`config.mk`:
```
export PLATFORM = sky130hd
export DESIGN_NAME = name_lookup_ctrl
export DESIGN_NICKNAME = d
export VERILOG_FILES = /design/src/rtl/name_lookup_ctrl.sv
export SDC_FILE = /design/constraint.sdc
export NUM_CORES = 2
export LEC_CHECK = 0
export ABC_AREA = 1
export CAP_MARGIN = 20
export CORE_UTILIZATION = 35
export CTS_BUF_LIST = sky130_fd_sc_hd__clkbuf_16
export DETAILED_ROUTE_END_ITERATION = 10
export GPL_TIMING_DRIVEN = 0
export SETUP_SLACK_MARGIN = 0.4
export SLEW_MARGIN = 30
export SYNTH_ARGS = -nofsm -noshare
export SYNTH_HDL_FRONTEND = slang
export SYNTH_SLANG_ARGS = --single-unit
export TNS_END_PERCENT = 30
```
`constraint.sdc`:
```
create_clock -name clk_in -period 85.9 [get_ports clk_in]
set_clock_uncertainty 0.15 [all_clocks]
set_input_delay 12.885 -clock clk_in [delete_from_list [all_inputs] [get_ports clk_in]]
set_output_delay 12.885 -clock clk_in [all_outputs]
set_load 0.01 [all_outputs]
```
`src/rtl/name_lookup_ctrl.sv`:
```
// name_lookup_ctrl: buffers one NDN name, then walks the level BSTs for the longest matched prefix.
// Optional LOOKUP_STATS_EN adds saturating lookup/full-match/hop counters.
module name_lookup_ctrl #(
  parameter int WORD_SIZE       = 64,
  parameter int POINTER_SIZE    = 16,
  parameter int MAX_NAME_LENGTH = 16,
  parameter int MAX_HOPS        = 32,
  parameter int ROOT_ADDR       = 0
) (
  input  logic                                 clk_in,
  input  logic                                 rst_in,
  input  logic                                 name_valid_in,
  output logic                                 name_ready_out,
  input  logic [WORD_SIZE-1:0]                 name_word_in,
  input  logic                                 name_last_in,
  output logic [POINTER_SIZE-1:0]              address_out,
  output logic [WORD_SIZE-1:0]                 lookup_cont_out,
  output logic [$clog2(MAX_NAME_LENGTH)-1:0]   level_sel_out,
  output logic                                 level_req_out,
  input  logic [POINTER_SIZE-1:0]              next_pointer_in,
  input  logic                                 is_match_in,
  input  logic                                 no_child_in,
  output logic                                 result_valid_out,
  input  logic                                 result_ready_in,
  output logic [$clog2(MAX_NAME_LENGTH+1)-1:0] result_len_out,
  output logic [1:0]                           result_status_out,
  output logic                                 busy_out
`ifdef LOOKUP_STATS_EN
  ,
  output logic [31:0]                          stat_lookups_out,
  output logic [31:0]                          stat_full_out,
  output logic [31:0]                          stat_hops_out
`endif
);
  localparam int CW = $clog2(MAX_NAME_LENGTH + 1);
  localparam int LW = $clog2(MAX_NAME_LENGTH);
  localparam int HW = $clog2(MAX_HOPS + 1);
  localparam logic [POINTER_SIZE-1:0] ROOT = POINTER_SIZE'(ROOT_ADDR);
  localparam logic [CW-1:0] MAXN = CW'(MAX_NAME_LENGTH);
  localparam logic [1:0] ST_FULL = 2'd0, ST_PARTIAL = 2'd1, ST_TIMEOUT = 2'd2, ST_OVERFLOW = 2'd3;
  typedef enum logic [2:0] {S_IDLE, S_PROBE, S_WAIT, S_EVAL, S_DONE} state_t;
  state_t state_q, state_d;
  logic [WORD_SIZE-1:0] name_buf [MAX_NAME_LENGTH];
  logic [CW-1:0] cnt_q, idx_q, len_q;
  logic [HW-1:0] hops_q;
  logic [POINTER_SIZE-1:0] addr_q;
  logic [1:0] status_q;
  logic ovf_q;
  logic accept, last_lvl, hop_last, res_take;
  assign accept = name_valid_in && state_q == S_IDLE;
  assign last_lvl = idx_q == cnt_q - CW'(1);
  assign hop_last = hops_q == HW'(MAX_HOPS - 1);
  assign res_take = state_q == S_DONE && result_ready_in;
  assign address_out = addr_q;
  assign lookup_cont_out = name_buf[idx_q[LW-1:0]];
  assign level_sel_out = idx_q[LW-1:0];
  assign result_len_out = len_q;
  assign result_status_out = status_q;
  // state register
  always_ff @(posedge clk_in or posedge rst_in) begin
    if (rst_in) state_q <= S_IDLE;
    else state_q <= state_d;
  end
  // next state and handshake/strobe outputs; a match takes priority over stale no_child/pointer
  always_comb begin
    state_d = state_q;
    name_ready_out = state_q == S_IDLE;
    level_req_out = state_q == S_PROBE;
    result_valid_out = state_q == S_DONE;
    busy_out = state_q != S_IDLE;
    case (state_q)
      S_IDLE:  state_d = name_valid_in && name_last_in ? S_PROBE : S_IDLE;
      S_PROBE: state_d = S_WAIT;
      S_WAIT:  state_d = S_EVAL;
      S_EVAL:  state_d = is_match_in ? (last_lvl ? S_DONE : S_PROBE) :
                         no_child_in ? S_DONE : (hop_last ? S_DONE : S_PROBE);
      S_DONE:  state_d = result_ready_in ? S_IDLE : S_DONE;
      default: state_d = S_IDLE;
    endcase
  end
  // name buffer load, level walk pointers and the held result
  always_ff @(posedge clk_in or posedge rst_in) begin
    if (rst_in) begin
      cnt_q <= '0;
      idx_q <= '0;
      hops_q <= '0;
      addr_q <= ROOT;
      ovf_q <= 1'b0;
      len_q <= '0;
      status_q <= ST_FULL;
      for (int i = 0; i < MAX_NAME_LENGTH; i++) name_buf[i] <= '0;
    end else begin
      if (accept) begin
        if (cnt_q != MAXN) begin
          name_buf[cnt_q[LW-1:0]] <= name_word_in;
          cnt_q <= cnt_q + CW'(1);
        end else ovf_q <= 1'b1;
        if (name_last_in) begin
          idx_q <= '0;
          addr_q <= ROOT;
          hops_q <= '0;
        end
      end
      if (state_q == S_EVAL) begin
        if (is_match_in) begin
          if (last_lvl) begin
            len_q <= cnt_q;
            status_q <= ovf_q ? ST_OVERFLOW : ST_FULL;
          end else begin
            idx_q <= idx_q + CW'(1);
            addr_q <= ROOT;
            hops_q <= '0;
          end
        end else if (no_child_in) begin
          len_q <= idx_q;
          status_q <= ST_PARTIAL;
        end else begin
          addr_q <= next_pointer_in;
          hops_q <= hops_q + HW'(1);
          if (hop_last) begin
            len_q <= idx_q;
            status_q <= ST_TIMEOUT;
          end
        end
      end
      if (res_take) begin
        cnt_q <= '0;
        ovf_q <= 1'b0;
      end
    end
  end
`ifdef LOOKUP_STATS_EN
  // saturating lookup, full-match and non-matching hop counters
  always_ff @(posedge clk_in or posedge rst_in) begin
    if (rst_in) begin
      stat_lookups_out <= '0;
      stat_full_out <= '0;
      stat_hops_out <= '0;
    end else begin
      if (res_take && stat_lookups_out != '1) stat_lookups_out <= stat_lookups_out + 32'd1;
      if (res_take && status_q == ST_FULL && stat_full_out != '1) stat_full_out <= stat_full_out + 32'd1;
      if (state_q == S_EVAL && !is_match_in && stat_hops_out != '1) stat_hops_out <= stat_hops_out + 32'd1;
    end
  end
`endif
endmodule

```
==> out/summary.txt <==
=================================================================================
Worst path depth ...................................................            8
Post-synthesis sequential area ratio ...............................       57.15%
Max Fclk ...........................................................    56.61 MHz
Initial Util .......................................................       35.41%
Count of input and output buffers ..................................          180
Post-route DRC violation count .....................................            0
Master cell of the clock root buffer ............................... sky130_fd_sc_hd__clkbuf_16
First-pass GRT wire length .........................................     259.4 mm
Cell repeated most along the worst path ............................ sky130_fd_sc_hd__clkbuf_1
GR Overflow Total ..................................................            0
Run status ......................................................... complete, no violations
CP Launch Type .....................................................    flip-flop
Headroom to the max-slew limit .....................................       39.48%
Post-CTS Hold Buffers ..............................................            0
Cell area power density ............................................ 38.24 nW/um^2
Minimum period implied by the final worst setup slack ..............     17.67 ns
Length of the first detailed-routing pass in iterations ............            6
Vias in the first global route .....................................       40.58k
HPWL Detailed ......................................................     124.5 mm
Total of max-cap violations ........................................            0
Final critical-path setup slack ....................................     68.23 ns
Transition at the pin with the smallest max-transition slack .......    0.9078 ns
Minimum setup slack after placement ................................     69.05 ns
Ranking of synthesized cells by instance count ..................... sky130_fd_sc_hd__o21ai_0, sky130_fd_sc_hd__nand2_1, sky130_fd_sc_hd__dfrtp_1, sky130_fd_sc_hd__nor2_1, sky130_fd_sc_hd__clkbuf_1
Placeable core area ................................................ 132,000 sq um
Largest net degree at the start of global routing ..................           93
Mapped Cells .......................................................        5,492
Cell at the slowest stage of the critical path ..................... sky130_fd_sc_hd__clkbuf_1
Slew Limit Fails ...................................................            0
Critical Path, Cell by Cell ........................................ clkbuf_2, clkbuf_1, clkbuf_1, nor2_1, o22ai_1, o211ai_1, nand3_1, clkdlybuf4s50_1
Register clock-pin slew on the reported worst setup and hold paths .      0.06 ns
Leakage power ......................................................     24.60 nW
Area of all sequential standard cells .............................. 26,700 sq um
Post-CTS repair timing setup buffer count ..........................            0
Main flop type after synthesis ..................................... sky130_fd_sc_hd__dfrtp_1
Worst min path class ............................................... flip-flop to flip-flop
Data arrival at the endpoint of the critical path ..................      4.63 ns
Combined area of the multi-input logic cells ....................... 17,590 sq um
Overall die height .................................................     367.4 um
Synthesis-to-finish area growth ....................................       17.70%
Area contributors post-synth ....................................... sky130_fd_sc_hd__dfrtp_1, sky130_fd_sc_hd__o21ai_0, sky130_fd_sc_hd__nand2_1
Number of unique standard cell types used by synthesis .............           27
Leading area contributor after synthesis ........................... sky130_fd_sc_hd__dfrtp_1
Routed vias/inst ...................................................        5.479
Fill cells .........................................................       13.29k
Die Span X .........................................................     367.4 um
Synthesis-stage register bit count .................................        1,067
Starting DRC count in detailed routing .............................        4,722
Buffer depth of the longest clock path .............................            3
Synthesis warning total ............................................            0
Hold path depth ....................................................            2
EDFF count, synth ..................................................            0
Critical path class ................................................ flip-flop to output port
Data required time of the worst path ...............................     72.86 ns
I/O pin total ......................................................          182
Total number of vias ...............................................       41.98k
Kind of cell adding the most delay to the critical path ............ buffers and inverters
Async S/R FF share, synth ..........................................       100.0%
Share of the synthesized area in the top cell type .................       57.15%
Hold Violations, Final .............................................            0
Final setup TNS ....................................................         0 ns
H-Tree Level Count .................................................            3
Final wirelength ...................................................     171.5 mm
Number of nets with antenna violations after routing ...............            0
Clock tree from TritonCTS ..........................................          yes
CP endpoint kind ...................................................  output port
Share of layout cells above drive strength 1 .......................       5.030%
Mean area per synthesized cell .....................................  8.507 sq um
Peak per-stage delay on the critical path ..........................      0.72 ns
Final layout net count .............................................        5,908
Die area ........................................................... 135,000 sq um
Final GP Congestion ................................................       0.9037
Setup repair after global routing missed its margin ................           no
Number of antenna violations at the first check in global routing ..            4
Final clock period utilization by the worst path ...................       20.56%
Number of buffers added by the clock tree synthesis step ...........          116
Mapped Nets ........................................................        5,586
Mapped Area ........................................................ 46,720 sq um
Clock Latency Late Sink ............................................      0.71 ns
Endpoints failing setup ............................................            0
Maximum fanout encountered on the critical timing path .............           10
Buffers & Inverters on Critical Path ...............................            4
Number of cell rows ................................................          133
Post-CTS sizing ....................................................            0
Cell depth of the worst flop-to-flop path ..........................           12
Worst supply voltage drop on vdd ...................................   0.02240 mV
Clock sink count ...................................................        1,067
Dominant cell by count in the synthesized netlist .................. sky130_fd_sc_hd__o21ai_0
Average detailed-routed wire length per instance ...................     22.38 um
Global router's overall resource usage .............................       25.05%
=================================================================================
## sequential cells by signal, summed over array words and instances, names as in the netlist
name,count
address_out,16
cnt_q,5
hops_q,6
idx_q,5
name_buf,1024
ovf_q,1
result_len_out,5
result_status_out,2
state_q,3
## cell families (layout without fill, tap and decap cells)
| family | count (synthesis) | after routing | synth area share [%] |
|---|---|---|---|
| AND/OR/NAND/NOR | 1952 | 1952 | 16.18 |
| AO/OA/AOI/OAI | 1853 | 1853 | 21.23 |
| flip-flops | 1067 | 1067 | 57.15 |
| buffers and inverters | 611 | 1024 | 5.217 |
| adder cells (fa/ha/maj) | 7 | 7 | 0.1874 |
| XOR/XNOR | 2 | 2 | 0.03750 |
| other | 0 | 2 | 0 |
## per-stage QoR
step | hold WS [ns] | utilization [%] | instances | total power [W] | instance area, sq um
2_1_floorplan | 0.2978 | - | 5492 | 0.001258 | 46720
3_3_place_gp | 0.3105 | 38.44 | 7427 | 0.001594 | 50720
3_5_place_dp | 0.3174 | 38.94 | 7451 | 0.001614 | 51390
4_1_cts | 0.3316 | 41.67 | 7660 | 0.002100 | 54990
5_1_grt | 0.3408 | 41.67 | 7661 | 0.002230 | 54990
6_report | 0.3271 | 41.67 | 7662 | 0.002103 | 54990
## metal layers
metal  up-vias  part of all wire, %  GRT usage [%]
met3       287                  7.7          4.563
met5         -                    0              0
met4         0                  3.5          8.758
met1     20870                   43          34.23
li1      19180                    -              -
met2      1645                   46          39.77
## where the power goes
part / switching (W) / internal (W) / total (W)
sequential: 0.000106 / 0.000702 / 0.000807
combinational: 0.000515 / 0.000297 / 0.000812
clock: 0.000210 / 0.000273 / 0.000484
## cells in the final DEF, fill, tap and decap left out, drive strengths merged
| cell type | n |
|---|---|
| o21ai | 1556 |
| nand2 | 1252 |
| dfrtp | 1067 |
| nor2 | 542 |
| clkbuf | 518 |
| clkdlybuf4s50 | 180 |
| o22ai | 154 |
| nand3 | 142 |
| inv | 137 |
| buf | 131 |
| o221ai | 103 |
| clkinv | 48 |
| o211ai | 25 |
| a21oi | 13 |
| nand4 | 12 |
| bufinv | 9 |
| ha | 7 |
| diode | 2 |
| nor3 | 2 |
| nand3b | 2 |
| xnor2 | 1 |
| a21o | 1 |
| a31oi | 1 |
| xor2 | 1 |
| clkinvlp | 1 |
## worst register-to-register path, delay by kind of cell, from the launching register on
family / cells / cell delay, ns
buf+inv: 6 / 1.82
flops: 1 / 0.47
simple gates: 4 / 0.34
fa+ha+maj: 1 / 0.29
compound gates: 1 / 0.21
## worst paths after layout
path                                     from                  end  slack [ns]
worst max-delay path                 idx_q[0]  lookup_cont_out[10]       68.23
worst max register to register       cnt_q[0]        name_buf[172]       82.46
min in group asynchronous              rst_in         name_buf[69]       12.41
worst min register to register  name_buf[599]        name_buf[599]        0.33
worst min-delay path            name_buf[599]        name_buf[599]        0.33
max in group asynchronous              rst_in        name_buf[355]       71.52
## final cells by class
type	count	area share, %
clock inverter	91	1.174
tap	1755	3.993
sequential	1067	48.55
buffer	507	3.754
multi-input combinational	3814	31.99
inverter	104	0.7235
antenna	2	0.009101
timing repair buffer	204	4.432
clock buffer	118	5.370
(Power assumes the default switching activity.)
